[src/rtl/dram_uart_dump.sv]
// Dumps a fixed DRAM address window as 8N1 UART frames on tx whenever the core's
// busy falls. While a dump runs, this block owns the DRAM read address.
module dram_uart_dump #(
  parameter int         CLKS_PER_BIT = 16,
  parameter logic [7:0] START_ADDR   = 8'h00,
  parameter int         DUMP_LEN     = 256
) (
  input  logic       CLK,
  input  logic       rst,
  input  logic       busy,
  input  logic [7:0] Ddin,
  output logic [7:0] DAddress,
  output logic       dram_req,
  output logic       tx,
  output logic       active,
  output logic       done
);

  localparam int                BAUD_W    = (CLKS_PER_BIT > 1) ? $clog2(CLKS_PER_BIT) : 1;
  localparam logic [BAUD_W-1:0] BAUD_LAST = BAUD_W'(CLKS_PER_BIT - 1);
  localparam logic [8:0]        LAST_BYTE = 9'(DUMP_LEN - 1);

  typedef enum logic [2:0] {
    S_IDLE,
    S_READ,
    S_WAIT,
    S_LOAD,
    S_START,
    S_DATA,
    S_STOP,
    S_DONE
  } state_t;

  state_t            r_state;
  logic              r_busyQ;
  logic [8:0]        r_byteCnt;
  logic [7:0]        r_addr;
  logic [7:0]        r_shreg;
  logic [BAUD_W-1:0] r_baudCnt;
  logic [2:0]        r_bitCnt;
  logic              r_tx;
  logic              r_active;
  logic              r_req;
  logic              r_done;

  state_t            w_stateNext;
  logic [8:0]        w_byteCntNext;
  logic [7:0]        w_addrNext;
  logic [7:0]        w_shregNext;
  logic [BAUD_W-1:0] w_baudNext;
  logic [2:0]        w_bitNext;
  logic              w_txNext;
  logic              w_activeNext;
  logic              w_reqNext;
  logic              w_doneNext;
  logic              w_trigger;
  logic              w_baudDone;

  assign w_trigger  = r_busyQ & ~busy;
  assign w_baudDone = (r_baudCnt == BAUD_LAST);

  always_ff @(posedge CLK or posedge rst) begin
    if (rst) begin
      r_state   <= S_IDLE;
      r_busyQ   <= 1'b0;
      r_byteCnt <= '0;
      r_addr    <= START_ADDR;
      r_shreg   <= '0;
      r_baudCnt <= '0;
      r_bitCnt  <= '0;
      r_tx      <= 1'b1;
      r_active  <= 1'b0;
      r_req     <= 1'b0;
      r_done    <= 1'b0;
    end else begin
      r_state   <= w_stateNext;
      r_busyQ   <= busy;
      r_byteCnt <= w_byteCntNext;
      r_addr    <= w_addrNext;
      r_shreg   <= w_shregNext;
      r_baudCnt <= w_baudNext;
      r_bitCnt  <= w_bitNext;
      r_tx      <= w_txNext;
      r_active  <= w_activeNext;
      r_req     <= w_reqNext;
      r_done    <= w_doneNext;
    end
  end

  always_comb begin
    w_stateNext   = r_state;
    w_byteCntNext = r_byteCnt;
    w_addrNext    = r_addr;
    w_shregNext   = r_shreg;
    w_baudNext    = r_baudCnt + 1'b1;
    w_bitNext     = r_bitCnt;
    w_txNext      = 1'b1;
    w_activeNext  = r_active;
    w_reqNext     = r_req;
    w_doneNext    = r_done;

    case (r_state)
      S_IDLE, S_DONE: begin
        if (w_trigger) begin
          w_stateNext   = S_READ;
          w_doneNext    = 1'b0;
          w_activeNext  = 1'b1;
          w_reqNext     = 1'b1;
          w_addrNext    = START_ADDR;
          w_byteCntNext = '0;
        end
      end
      S_READ: w_stateNext = S_WAIT;
      S_WAIT: w_stateNext = S_LOAD;
      S_LOAD: begin
        w_shregNext = Ddin;
        w_stateNext = S_START;
      end
      S_START: begin
        if (w_baudDone) w_stateNext = S_DATA;
      end
      S_DATA: begin
        if (w_baudDone) begin
          w_baudNext  = '0;
          w_shregNext = {1'b0, r_shreg[7:1]};
          if (r_bitCnt == 3'd7) w_stateNext = S_STOP;
          else                  w_bitNext   = r_bitCnt + 3'd1;
        end
      end
      S_STOP: begin
        if (w_baudDone) begin
          if (r_byteCnt == LAST_BYTE) begin
            w_stateNext  = S_DONE;
            w_activeNext = 1'b0;
            w_reqNext    = 1'b0;
            w_doneNext   = 1'b1;
          end else begin
            w_stateNext   = S_READ;
            w_byteCntNext = r_byteCnt + 9'd1;
            w_addrNext    = r_addr + 8'd1;
          end
        end
      end
      default: w_stateNext = S_IDLE;
    endcase

    // Every state starts with fresh baud/bit counts so frame timing never carries over.
    if (w_stateNext != r_state) begin
      w_baudNext = '0;
      w_bitNext  = '0;
    end

    case (w_stateNext)
      S_START: w_txNext = 1'b0;
      S_DATA:  w_txNext = w_shregNext[0];
      default: w_txNext = 1'b1;
    endcase
  end

  assign DAddress = r_addr;
  assign dram_req = r_req;
  assign tx       = r_tx;
  assign active   = r_active;
  assign done     = r_done;

endmodule
[config.mk]
export PLATFORM = sky130hd
export DESIGN_NAME = dram_uart_dump
export DESIGN_NICKNAME = d
export VERILOG_FILES = /design/src/rtl/dram_uart_dump.sv
export SDC_FILE = /design/constraint.sdc
export NUM_CORES = 1
export LEC_CHECK = 0
export ABC_CLOCK_PERIOD_IN_PS = 3200
export BUFFER_PORTS_ARGS = -buffer_cell sky130_fd_sc_hd__buf_4
export CORE_ASPECT_RATIO = 0.8
export CORE_MARGIN = 10
export CORE_UTILIZATION = 35
export CTS_CLUSTER_SIZE = 16
export DETAILED_ROUTE_END_ITERATION = 8
export PLACE_DENSITY = 0.61
export SLEW_MARGIN = 10
export SYNTH_ARGS = -nofsm -noshare
export SYNTH_HDL_FRONTEND = slang
export SYNTH_SLANG_ARGS = --single-unit
[constraint.sdc]
create_clock -name CLK -period 3.2 [get_ports CLK]
set_input_delay 0.64 -clock CLK [delete_from_list [all_inputs] [get_ports CLK]]
set_output_delay 0.64 -clock CLK [all_outputs]
set_load 0.005 [all_outputs]
# After elaboration in Yosys (flattened, before gate mapping)
# Cells that the tools add are included.
# totals
romBits,0
inputBits,11
regBits,39
latchBits,0
output_inout_bits,12
ramBits,0
n_memories,0
# classes
eq_ne,19
div_mod_pow,0
mul,0
addsub,4
n_mux,33
n_bitwise,2
shift,0
order_cmp,0
n_reduce_logical,10
# ops
operator,n
$mux 8,4
$pmux 8 s2,2
$mux 3,10
$mux 9,3
$eq 3x3->1 const B,7
$pmux 3 s7,1
$pmux 9 s2,1
$mux 4,3
$ne 2x2->1 const B,5
$add 9x1->9 const B,1
$eq 9x8->1 const B,1
$add 8x1->8 const B,1
$reduce_and 4->1,2
$reduce_bool 2->1,4
$eq 3x2->1 const B,2
$mux 1,6
$pmux 1 s2,3
$add 4x1->4 const B,1
$eq 4x4->1 const B,1
$add 3x1->3 const B,1
$eq 3x1->1 const B,1
$logic_not 3->1,1
$ne 3x3->1,1
$reduce_and 3->1,1
5 further kinds,5

# Depth between registers and ports, before layout
# Gate-level depths: netlist (run 1).
# depth
word_depth,7
depth_mapped,10
ltp_nobuf,9

# Worst setup path after synthesis (run 1)
# Ideal clock, no wire load.
# synth_timing
kind,reg-to-reg
startpoint,reg r_byteCnt[0]
endpoint,reg r_byteCnt[2]
setup_slack_ns,0.921
stages_incl_launch_ff,10
arrival_ns,2.155
synth_period_minus_slack_ns,2.279
cell_sequence,dfrtp_1 ha_1 nand3_1 nor2_1 and3_1 ha_1 nand4b_1 nor2_1 nor2_1 a211o_1
# synth_via
elab_chain_len,4
word_cells_on_any_way,7
# synth_rtl
item,line,rtl
start: declaration,36,logic [8:0] r_byteCnt;
start signal: assignment,78,r_byteCnt <= w_byteCntNext;
$add 9x1->9,139,w_byteCntNext = r_byteCnt + 9'd1;
$mux 9,132,if (r_byteCnt == LAST_BYTE) begin
$mux 9,131,if (w_baudDone) begin
$pmux 9 s2,102,case (r_state)
# Several ways; a longest one is shown, not always the timed one. The select of a mux whose other input is x is not followed.
# A chain may end at the register's enable or synchronous reset.

# Worst setup path in the final report (run 1)
# Same ends and word-level chain as after synthesis.

==> results_dict.tcl, run 1 <==
set metrics [dict create \
    placed_cells 304 \
    root_buffer "clkbuf_8" \
    post_cts_buffers 0 \
    power.leakage_nw 1.05 \
    netlist.top_cell.by_area "dfrtp_1" \
    drc 0 \
    critical_path_class "reg -> reg" \
    gp_congestion 0.818 \
    r2r_start "r_byteCnt[0]" \
    wl_per_cell_um 14.0 \
    async_flop_share_pct 100 \
    timing.rr.end "r_byteCnt[2]" \
    grt_usage_pct 9.91 \
    drive_gt1_share_pct 21.2 \
    outcome "finished, final reports clean" \
    ys_ff_latch 39 \
    grt_max_degree 18 \
    overflow 0 \
    cp-start-kind "flip-flop" \
    clockBufferDepth 2 \
    cts_hold_buf 0 \
    finish.utilization_pct 41.6 \
    numCtsBuffers 5 \
    seqCellArea_um2 977 \
    netlist_area_um2 2090 \
    insertion_delay_ns 0.29 \
    synth.top_cells.by_area "dfrtp_1, ha_1, a21o_1" \
    arrival_ns 2.77 \
    multi_input_area_um2 1040 \
    fin_ws_ns 0.612 \
    rows 25 \
    place_hpwl_um 3200 \
    power_uw 883 \
    required_ns 3.38 \
    via_count 1626 \
    area_growth_pct 16.2 \
    tns_ns 0 \
    setup_viol 0 \
    maxCapViolations 0 \
    yosysTopAreaCellShare_pct 45.5 \
    drt_wl_total_um 4360 \
    critPathCaptureType "flip-flop" \
    yosys-top-cells-count "dfrtp_1, nand2_1, nor2_1" \
    clk_pin_slew_ns 0.08 \
    io_buffers 22 \
    rsz0062_at_grt "no" \
    worstHoldPathType "in -> async" \
    initial_core_util_pct 35.8 \
    finalMaxSlewViolations 0 \
    viasPerCell 5.21 \
    finalCritPeriodShare_pct 80.9 \
    ys_seq_area_share_pct 46.7 \
    final_hold_viol_count 0 \
    cts_resized 0 \
    design.core.area_um2 5850 \
    layout.nets 247 \
    drtIter0Drc 110 \
    first_global_vias 1509 \
    power_density_nw_per_um2 363 \
    cts.sinks 39 \
    crit_fanout 6 \
    grt_pass1_wl_um 7530 \
    synth_cells 205 \
    worst_slew_pin_slew_ns 0.515 \
    finClkSkew_ns 0.00553 \
    synth_nets 222 \
    slew_headroom_pct 65.7 \
    fillers 585 \
    drtAntennaViolNets 0 \
    synth-edff-count 0 \
    synth.distinct_cells 50 \
    reg2reg_depth 9 \
    dieWidth_um 106 \
    drt_first_pass_iters 4 \
    finalCriticalPeriod_ns 2.59 \
    stdcell_count 312 \
    yosys_warnings 0 \
    antenna_found_initial 0 \
    die_y_um 89.2 \
    diodes 0 \
    avgSynthCellArea_um2 10.2 \
    peakVddDrop_mv 0.122 \
    r2r_slack_ns 0.61 \
    yosysMostFrequentCell "dfrtp_1" \
    cts_tree "yes" \
    fmax_ghz 0.386 \
    ios 23 \
    pre_cts_slack_ns 0.628 \
    dieArea_um2 9490 \
    synth_ff_type "dfrtp_1" \
    htreeDepth 2 \
]
worst max-delay path, cell delays in order, from the launching register on:
cell	delay (ns)
dfrtp_1	0.41
ha_1	0.23
nand3_1	0.15
nor2_1	0.08
and3_1	0.18
ha_1	0.22
nand4b_1	0.37
nor2_1	0.38
nor2_1	0.14
a211o_1	0.30
layout make-up:
class,instances,area share (%)
well taps,81,4.17
repair buffers,25,7.72
inverters,7,1.08
flip-flops and latches,39,40.2
multi-input cells,152,42.7
clock buffers,8,4.12
worst max-delay path by stage:
stage	slack [ns]	end	from	depth (start not counted)
3_5_place_dp	0.63	r_byteCnt[2]	r_byteCnt[0]	9
4_1_cts	0.62	r_byteCnt[2]	r_byteCnt[0]	9
5_1_grt	0.37	r_byteCnt[2]	r_byteCnt[0]	9
2_1_floorplan	0.92	r_byteCnt[2]	r_byteCnt[0]	9
6_report	0.61	r_byteCnt[2]	r_byteCnt[0]	9
3_3_place_gp	0.69	r_byteCnt[2]	r_byteCnt[0]	9
power breakdown:
part,leakage [nW],switching (mW),total (mW),internal (mW)
Clock,0.0515,0.168,0.365,0.197
Sequential,0.440,0.000331,0.494,0.493
Combinational,0.563,0.0143,0.0246,0.0103
per-stage QoR:
step / instance area, um2 / hold slack, ns
6_report: 2430 / 0.346
5_1_grt: 2430 / 0.376
4_1_cts: 2430 / 0.346
3_5_place_dp: 2330 / 0.468
3_3_place_gp: 2330 / 0.460
2_1_floorplan: 2090 / 0.444
layout by cell type, fill, tap and decap left out, types with 3 or more instances in the layout:
| cell type | synthesis | final |
|---|---|---|
| a22o_2 | 4 | 4 |
| a21oi_1 | 10 | 10 |
| a22o_1 | 4 | 4 |
| nand2b_1 | 3 | 3 |
| nor2b_1 | 4 | 4 |
| nand4_1 | 4 | 4 |
| nand2_1 | 17 | 17 |
| clkbuf_8 | 0 | 7 |
| nor4_1 | 4 | 4 |
| xnor2_1 | 7 | 7 |
| nor2_1 | 14 | 14 |
| dfrtp_1 | 38 | 38 |
| inv_1 | 7 | 7 |
| a21o_1 | 9 | 9 |
| buf_4 | 2 | 25 |
| nor3_1 | 6 | 6 |
| mux2i_1 | 4 | 4 |
| ha_1 | 6 | 6 |
| nand3_1 | 12 | 12 |
| o21ai_0 | 12 | 12 |
logic make-up after synthesis:
logic type	share of synthesized area (%)
and+or+nand+nor	23.9
AOI/OAI and AO/OA	16.9
DFF	46.7
buffers and inverters	3.65
xor gates and xnor gates	3.35
adders and majority gates	3.59
muxes	1.91
sequential cells by signal, indices dropped and copies added (netlist names):
register / flops
r_byteCnt: 9
DAddress: 8
r_shreg: 8
r_baudCnt: 4
r_bitCnt: 3
r_state: 3
done: 1
dram_req: 1
r_busyQ: 1
tx: 1
layer usage:
metal / up-vias / track usage (%) / part of all wire [%]
li1: 796 / - / -
met3: 5 / 3.03 / 4.6
met1: 793 / 14.0 / 52
met5: - / 0 / 0
met4: 0 / 4.91 / 1.8
met2: 32 / 13.2 / 42
(Power assumes the default switching activity.)
==> inputs of run 2 (changes only) <==
--- a/config.mk
+++ b/config.mk
@@ -5,7 +5,7 @@
 export SDC_FILE = /design/constraint.sdc
 export NUM_CORES = 1
 export LEC_CHECK = 0
-export ABC_CLOCK_PERIOD_IN_PS = 3200
+export ABC_CLOCK_PERIOD_IN_PS = 2440
 export BUFFER_PORTS_ARGS = -buffer_cell sky130_fd_sc_hd__buf_4
 export CORE_ASPECT_RATIO = 0.8
 export CORE_MARGIN = 10
==> constraint.sdc (replaced) <==
create_clock -name CLK -period 2.44 [get_ports CLK]
set_input_delay 0.488 -clock CLK [delete_from_list [all_inputs] [get_ports CLK]]
set_output_delay 0.488 -clock CLK [all_outputs]
set_load 0.005 [all_outputs]
==> run 2 against run 1 <==
Compared with the run above:
- register-to-register slack worse by 0.45 ns
- die area stayed put
- largest cell class unchanged
- design area is 1.2% higher
- largest power group unchanged
==> results_dict.tcl, run 2 (synthesis results as in run 1) <==
set metrics [dict create \
    arrival_ns 2.46 \
    drt_first_pass_iters 4 \
    finalCriticalPeriod_ns 2.28 \
    ios 23 \
    timing.rr.end "DAddress[7]" \
    final_hold_viol_count 0 \
    power_density_nw_per_um2 450 \
    grt_pass1_wl_um 7670 \
    antenna_found_initial 0 \
    cp-start-kind "flip-flop" \
    viasPerCell 5.05 \
    required_ns 2.61 \
    rows 25 \
    peakVddDrop_mv 0.148 \
    drtAntennaViolNets 0 \
    die_y_um 89.2 \
    setup_viol 0 \
    first_global_vias 1515 \
    finClkSkew_ns 0.00522 \
    reg2reg_depth 9 \
    clk_pin_slew_ns 0.08 \
    grtUsageMet1_pct 13.9 \
    r2r_slack_ns 0.16 \
    numCtsBuffers 5 \
    drtIter0Drc 119 \
    grt_max_degree 40 \
    placed_cell_area_um2 2370 \
    layout.nets 253 \
    cts.sinks 39 \
    root_buffer "clkbuf_8" \
    fmax_ghz 0.438 \
    r2r_start "r_byteCnt[0]" \
    drive_gt1_share_pct 23.2 \
    grt_usage_pct 10.1 \
    wl_per_cell_um 14.0 \
    io_buffers 22 \
    diodes 0 \
    critPathCaptureType "flip-flop" \
    slew_headroom_pct 66.8 \
    design.core.area_um2 5850 \
    power.leakage_nw 1.07 \
    regMostFlops "r_byteCnt" \
    layout_commonest_cell "dfrtp_1" \
    final_cell_mix "dfrtp_1, buf_4, nand2_1" \
    fillers 586 \
    overflow 0 \
    drt_wl_total_um 4460 \
    busiest_layer "met1" \
    via_count 1605 \
    initial_core_util_pct 35.8 \
    area_growth_pct 17.6 \
    finalMaxSlewViolations 0 \
    largest_reg_flops 9 \
    critical_path_class "reg -> reg" \
    cts_hold_buf 0 \
    fin_area_um2 2460 \
    rsz0062_at_grt "yes" \
    gp_congestion 0.809 \
    insertion_delay_ns 0.29 \
    finalCritPeriodShare_pct 93.6 \
    outcome "finished, final reports clean" \
    drc 0 \
    htreeDepth 2 \
    clockBufferDepth 2 \
    maxCapViolations 0 \
    dieArea_um2 9490 \
    cts_tree "yes" \
    dieWidth_um 106 \
    worstHoldPathType "in -> async" \
    grt_use_met2_pct 13.8 \
    met3_usage_pct 3.24 \
    finish.utilization_pct 42.1 \
    crit_fanout 5 \
    place_hpwl_um 3160 \
    worst_slew_pin_slew_ns 0.498 \
]
==> run 2: changes by cell type in the layout (fill, tap and decap cells not counted), sizes merged <==
cell	change
buf	+6
==> run 2: cell type report <==
class	instances	area (um2)	area share [%]
tap	81	101	4.12
clock buffer	8	80.1	3.26
multi-input combinational	152	1040	42.4
sequential	39	977	39.7
timing repair buffer	31	233	9.46
inverter	7	26.3	1.07
==> run 2: per-stage QoR <==
stage | total power [mW] | setup slack [ns] | hold slack (ns) | TNS, ns | instances
6_report | 1.11 | 0.157 | 0.311 | 0 | 318
5_1_grt | 1.15 | -0.0158 | 0.308 | -0.0158 | 318
4_1_cts | 1.13 | 0.124 | 0.306 | 0 | 317
3_5_place_dp | 0.692 | 0.130 | 0.464 | 0 | 309
3_3_place_gp | 0.692 | 0.200 | 0.459 | 0 | 309
2_1_floorplan | 0.673 | 0.161 | 0.444 | 0 | 205
==> run 2: report_power, final <==
| group | total, mW | switching, mW | internal, mW | leakage (nW) |
|---|---|---|---|---|
| Clock | 0.430 | 0.226 | 0.203 | 0.0395 |
| Sequential | 0.647 | 0.000390 | 0.647 | 0.440 |
| Combinational | 0.0311 | 0.0186 | 0.0125 | 0.589 |
| Total | 1.11 | 0.245 | 0.863 | 1.07 |
==> run 2: worst max-delay path by stage <==
stage,start,end,slack (ns),depth (start not counted)
floorplan,r_byteCnt[0],r_byteCnt[2],0.16,9
global placement,r_byteCnt[0],DAddress[6],0.20,9
detailed placement,r_byteCnt[0],DAddress[6],0.13,9
CTS,r_byteCnt[0],DAddress[6],0.12,9
global route,r_byteCnt[0],r_byteCnt[5],-0.02,9
finish,r_byteCnt[0],DAddress[7],0.16,9
==> run 2: worst max-delay path: stages, from the launching register on <==
cell and delay [ns]:
dfrtp_1 0.42, ha_2 0.21, nand3_1 0.11, nor2_1 0.07, and3_1 0.18, ha_1 0.22, nand4b_1 0.30, nor4_1 0.45
xnor2_1 0.17, nor2_1 0.05
==> run 2: timing repair <==
item,CTS,global route
setup endpoints to repair,0,7
setup buffers,0,1
resized for setup,0,2
==> run 2: routing by layer <==
layer | up-vias | share of wire, % | wire length [um]
met4 | 0 | 1.5 | 68
met2 | 33 | 42 | 1870
met5 | - | 0 | 0
met3 | 5 | 4.9 | 218
li1 | 808 | - | -
met1 | 759 | 52 | 2310
==> inputs of run 3 (changes only) <==
--- a/config.mk
+++ b/config.mk
@@ -5,14 +5,17 @@
 export SDC_FILE = /design/constraint.sdc
 export NUM_CORES = 1
 export LEC_CHECK = 0
+export ABC_AREA = 1
 export ABC_CLOCK_PERIOD_IN_PS = 2440
 export BUFFER_PORTS_ARGS = -buffer_cell sky130_fd_sc_hd__buf_4
+export CELL_PAD_IN_SITES_DETAIL_PLACEMENT = 1
+export CELL_PAD_IN_SITES_GLOBAL_PLACEMENT = 1
 export CORE_ASPECT_RATIO = 0.8
 export CORE_MARGIN = 10
 export CORE_UTILIZATION = 35
 export CTS_CLUSTER_SIZE = 16
 export DETAILED_ROUTE_END_ITERATION = 8
-export PLACE_DENSITY = 0.61
+export PLACE_DENSITY = 0.75
 export SLEW_MARGIN = 10
 export SYNTH_ARGS = -nofsm -noshare
 export SYNTH_HDL_FRONTEND = slang
==> run 3 against run 2 <==
Compared with the run above:
- design area rose by 1.9%
- total power up 12%
- combinational power up 22%
- highest routed layer unchanged
- worst hold slack improved by 0.0028 ns
- largest cell class unchanged
- global-route usage is 1.3 points higher
- critical path depth rose by 2
- critical path type unchanged
- count of clock-buffer cells in the layout fell by 3
- core utilization rose by 0.36 points
- clock skew up 0.0099 ns
- maximum frequency rose by 6.9%
==> results_dict.tcl, run 3 <==
set metrics [dict create \
    outcome "finished, final reports clean" \
    layout.nets 320 \
    largest_reg_flops 9 \
    ys_ff_latch 39 \
    synth_xor_area_share_pct 5.32 \
    synth.distinct_cells 29 \
    finalMaxSlewViolations 0 \
    place_hpwl_um 3890 \
    netlist_area_um2 2140 \
    worst_slew_pin_slew_ns 0.518 \
    synth.top_cells.by_area "dfrtp_1, nand2_1, nand3_1" \
    final_hold_viol_count 0 \
    cp-start-kind "flip-flop" \
    peakVddDrop_mv 0.202 \
    design.core.area_um2 5910 \
    power.leakage_nw 1.26 \
    viasPerCell 4.80 \
    grt_usage_pct 11.4 \
    clockBufferDepth 2 \
    synth_compound_area_share_pct 6.67 \
    insertion_delay_ns 0.30 \
    post_cts_buffers 0 \
    area_growth_pct 17.2 \
    power_mw 1.24 \
    drtAntennaViolNets 0 \
    ys_seq_area_share_pct 45.7 \
    fin_ws_ns 0.304 \
    final_cell_mix "nand2_1, dfrtp_1, buf_4" \
    io_buffers 22 \
    antenna_found_initial 0 \
    synth_nets 293 \
    cts_resized 0 \
    slew_headroom_pct 65.5 \
    die_y_um 89.9 \
    finish.utilization_pct 42.4 \
    drtIter0Drc 73 \
    cts_hold_buf 0 \
    drive_gt1_share_pct 15.1 \
    rows 25 \
    synth_ff_type "dfrtp_1" \
    via_count 1847 \
    gp_congestion 0.772 \
    cts_tree "yes" \
    rsz0062_at_grt "no" \
    layout_commonest_cell "nand2_1" \
    first_global_vias 1964 \
    critPathCaptureType "flip-flop" \
    yosys_warnings 0 \
    async_flop_share_pct 100 \
    maxCapViolations 0 \
    finalCritPeriodShare_pct 87.6 \
    critical_path_class "reg -> reg" \
    synth-edff-count 0 \
    dieArea_um2 9660 \
    netlist.top_cell.by_area "dfrtp_1" \
    drt_first_pass_iters 4 \
    placed_cell_area_um2 2390 \
    cts.sinks 39 \
    drc 0 \
    wl_per_cell_um 13.8 \
    finalCriticalPeriod_ns 2.14 \
    yosys-top-cells-count "nand2_1, dfrtp_1, nand3_1, nor2_1, inv_1" \
    synth_cells 276 \
    arrival_ns 2.35 \
    synth_fa_ha_area_share_pct 3.51 \
    ios 23 \
    htreeDepth 2 \
    fin_area_um2 2510 \
    required_ns 2.66 \
    finClkSkew_ns 0.0151 \
    synth_top_family_by_area "simple AND/OR/NAND/NOR gates" \
    fmax_ghz 0.468 \
    yosysTopAreaCellShare_pct 44.4 \
    yosysMostFrequentCell "nand2_1" \
    overflow 0 \
    regMostFlops "r_byteCnt" \
    crit_fanout 14 \
    synthSimpleGateAreaFrac_pct 31.6 \
    power_density_nw_per_um2 496 \
    initial_core_util_pct 36.2 \
    clk_pin_slew_ns 0.09 \
    diodes 0 \
    pre_cts_slack_ns 0.395 \
    synthMuxAreaShare_pct 0 \
    grt_pass1_wl_um 9130 \
    drt_wl_total_um 5330 \
    grt_max_degree 40 \
    avgSynthCellArea_um2 7.75 \
    setup_viol 0 \
    root_buffer "clkbuf_8" \
    dieWidth_um 107 \
    worstHoldPathType "in -> reg" \
    tns_ns 0 \
    numCtsBuffers 5 \
]
-- run 3: cell count changes after synthesis, sizes merged, moves of 3 or more --
cell / previous run / this run
nand2b: 3 / 0
nor4: 6 / 0
xor2: 1 / 7
a21o: 9 / 0
nor2: 14 / 28
mux2i: 4 / 0
inv: 7 / 28
nor2b: 4 / 0
a21oi: 11 / 3
nand3: 13 / 26
nand2: 19 / 96
a22o: 8 / 0
-- run 3: path summary, 6_finish.rpt --
check,cells past startpoint,end,start,slack [ns]
setup / recovery,11,r_byteCnt[2],r_byteCnt[0],0.30
hold / removal,1,r_busyQ,busy,0.31
setup reg to reg,11,r_byteCnt[2],r_byteCnt[0],0.30
hold reg to reg,2,done,done,0.48
max in group asynchronous,3,tx,rst,1.74
min in group asynchronous,3,r_byteCnt[0],rst,0.32
-- run 3: final cells by class --
| cell class | instances | area, um2 |
|---|---|---|
| Sequential cell | 39 | 977 |
| Clock inverter | 3 | 43.8 |
| Timing Repair Buffer | 27 | 203 |
| Fill cell | 744 | 3400 |
| Inverter | 28 | 105 |
| Clock buffer | 5 | 68.8 |
| Multi-Input combinational cell | 202 | 1010 |
| Tap cell | 81 | 101 |
-- run 3: through the flow --
stage	cells	hold WS, ns
after floorplan	276	0.453
after global placement	377	0.464
after detailed placement	377	0.466
after CTS	385	0.309
after global routing	385	0.300
final	385	0.314
-- run 3: cells by family after synthesis --
| kind of cell | after synthesis |
|---|---|
| adders and majority gates | 6 |
| DFF | 39 |
| and+or+nand+nor | 159 |
| AOI/OAI and AO/OA | 24 |
| xor gates and xnor gates | 13 |
| buffers and inverters | 35 |
-- run 3: worst max-delay path: stages, from the launching register on --
cell and delay [ns]:
dfrtp_1 0.41, ha_1 0.26, nand3_1 0.15, nor2_1 0.08
ha_1 0.19, inv_1 0.07, nand2_1 0.07, nand2_1 0.08
nand3_2 0.27, inv_2 0.30, nand2_1 0.09, o21ai_0 0.09
-- run 3: where the power goes --
part,leakage [nW],internal (mW),total [mW],switching [mW]
clock,0.0581,0.305,0.548,0.243
sequential,0.479,0.654,0.657,0.00337
combinational,0.727,0.0165,0.0378,0.0213
-- run 3: metal layers --
| layer | part of all wire (%) | routed length (um) | track usage (%) |
|---|---|---|---|
| met5 | 0 | 0 | 0 |
| met4 | 0.75 | 40 | 2.89 |
| met3 | 3.4 | 179 | 3.21 |
| met2 | 46 | 2480 | 17.1 |
| met1 | 49 | 2630 | 15.5 |
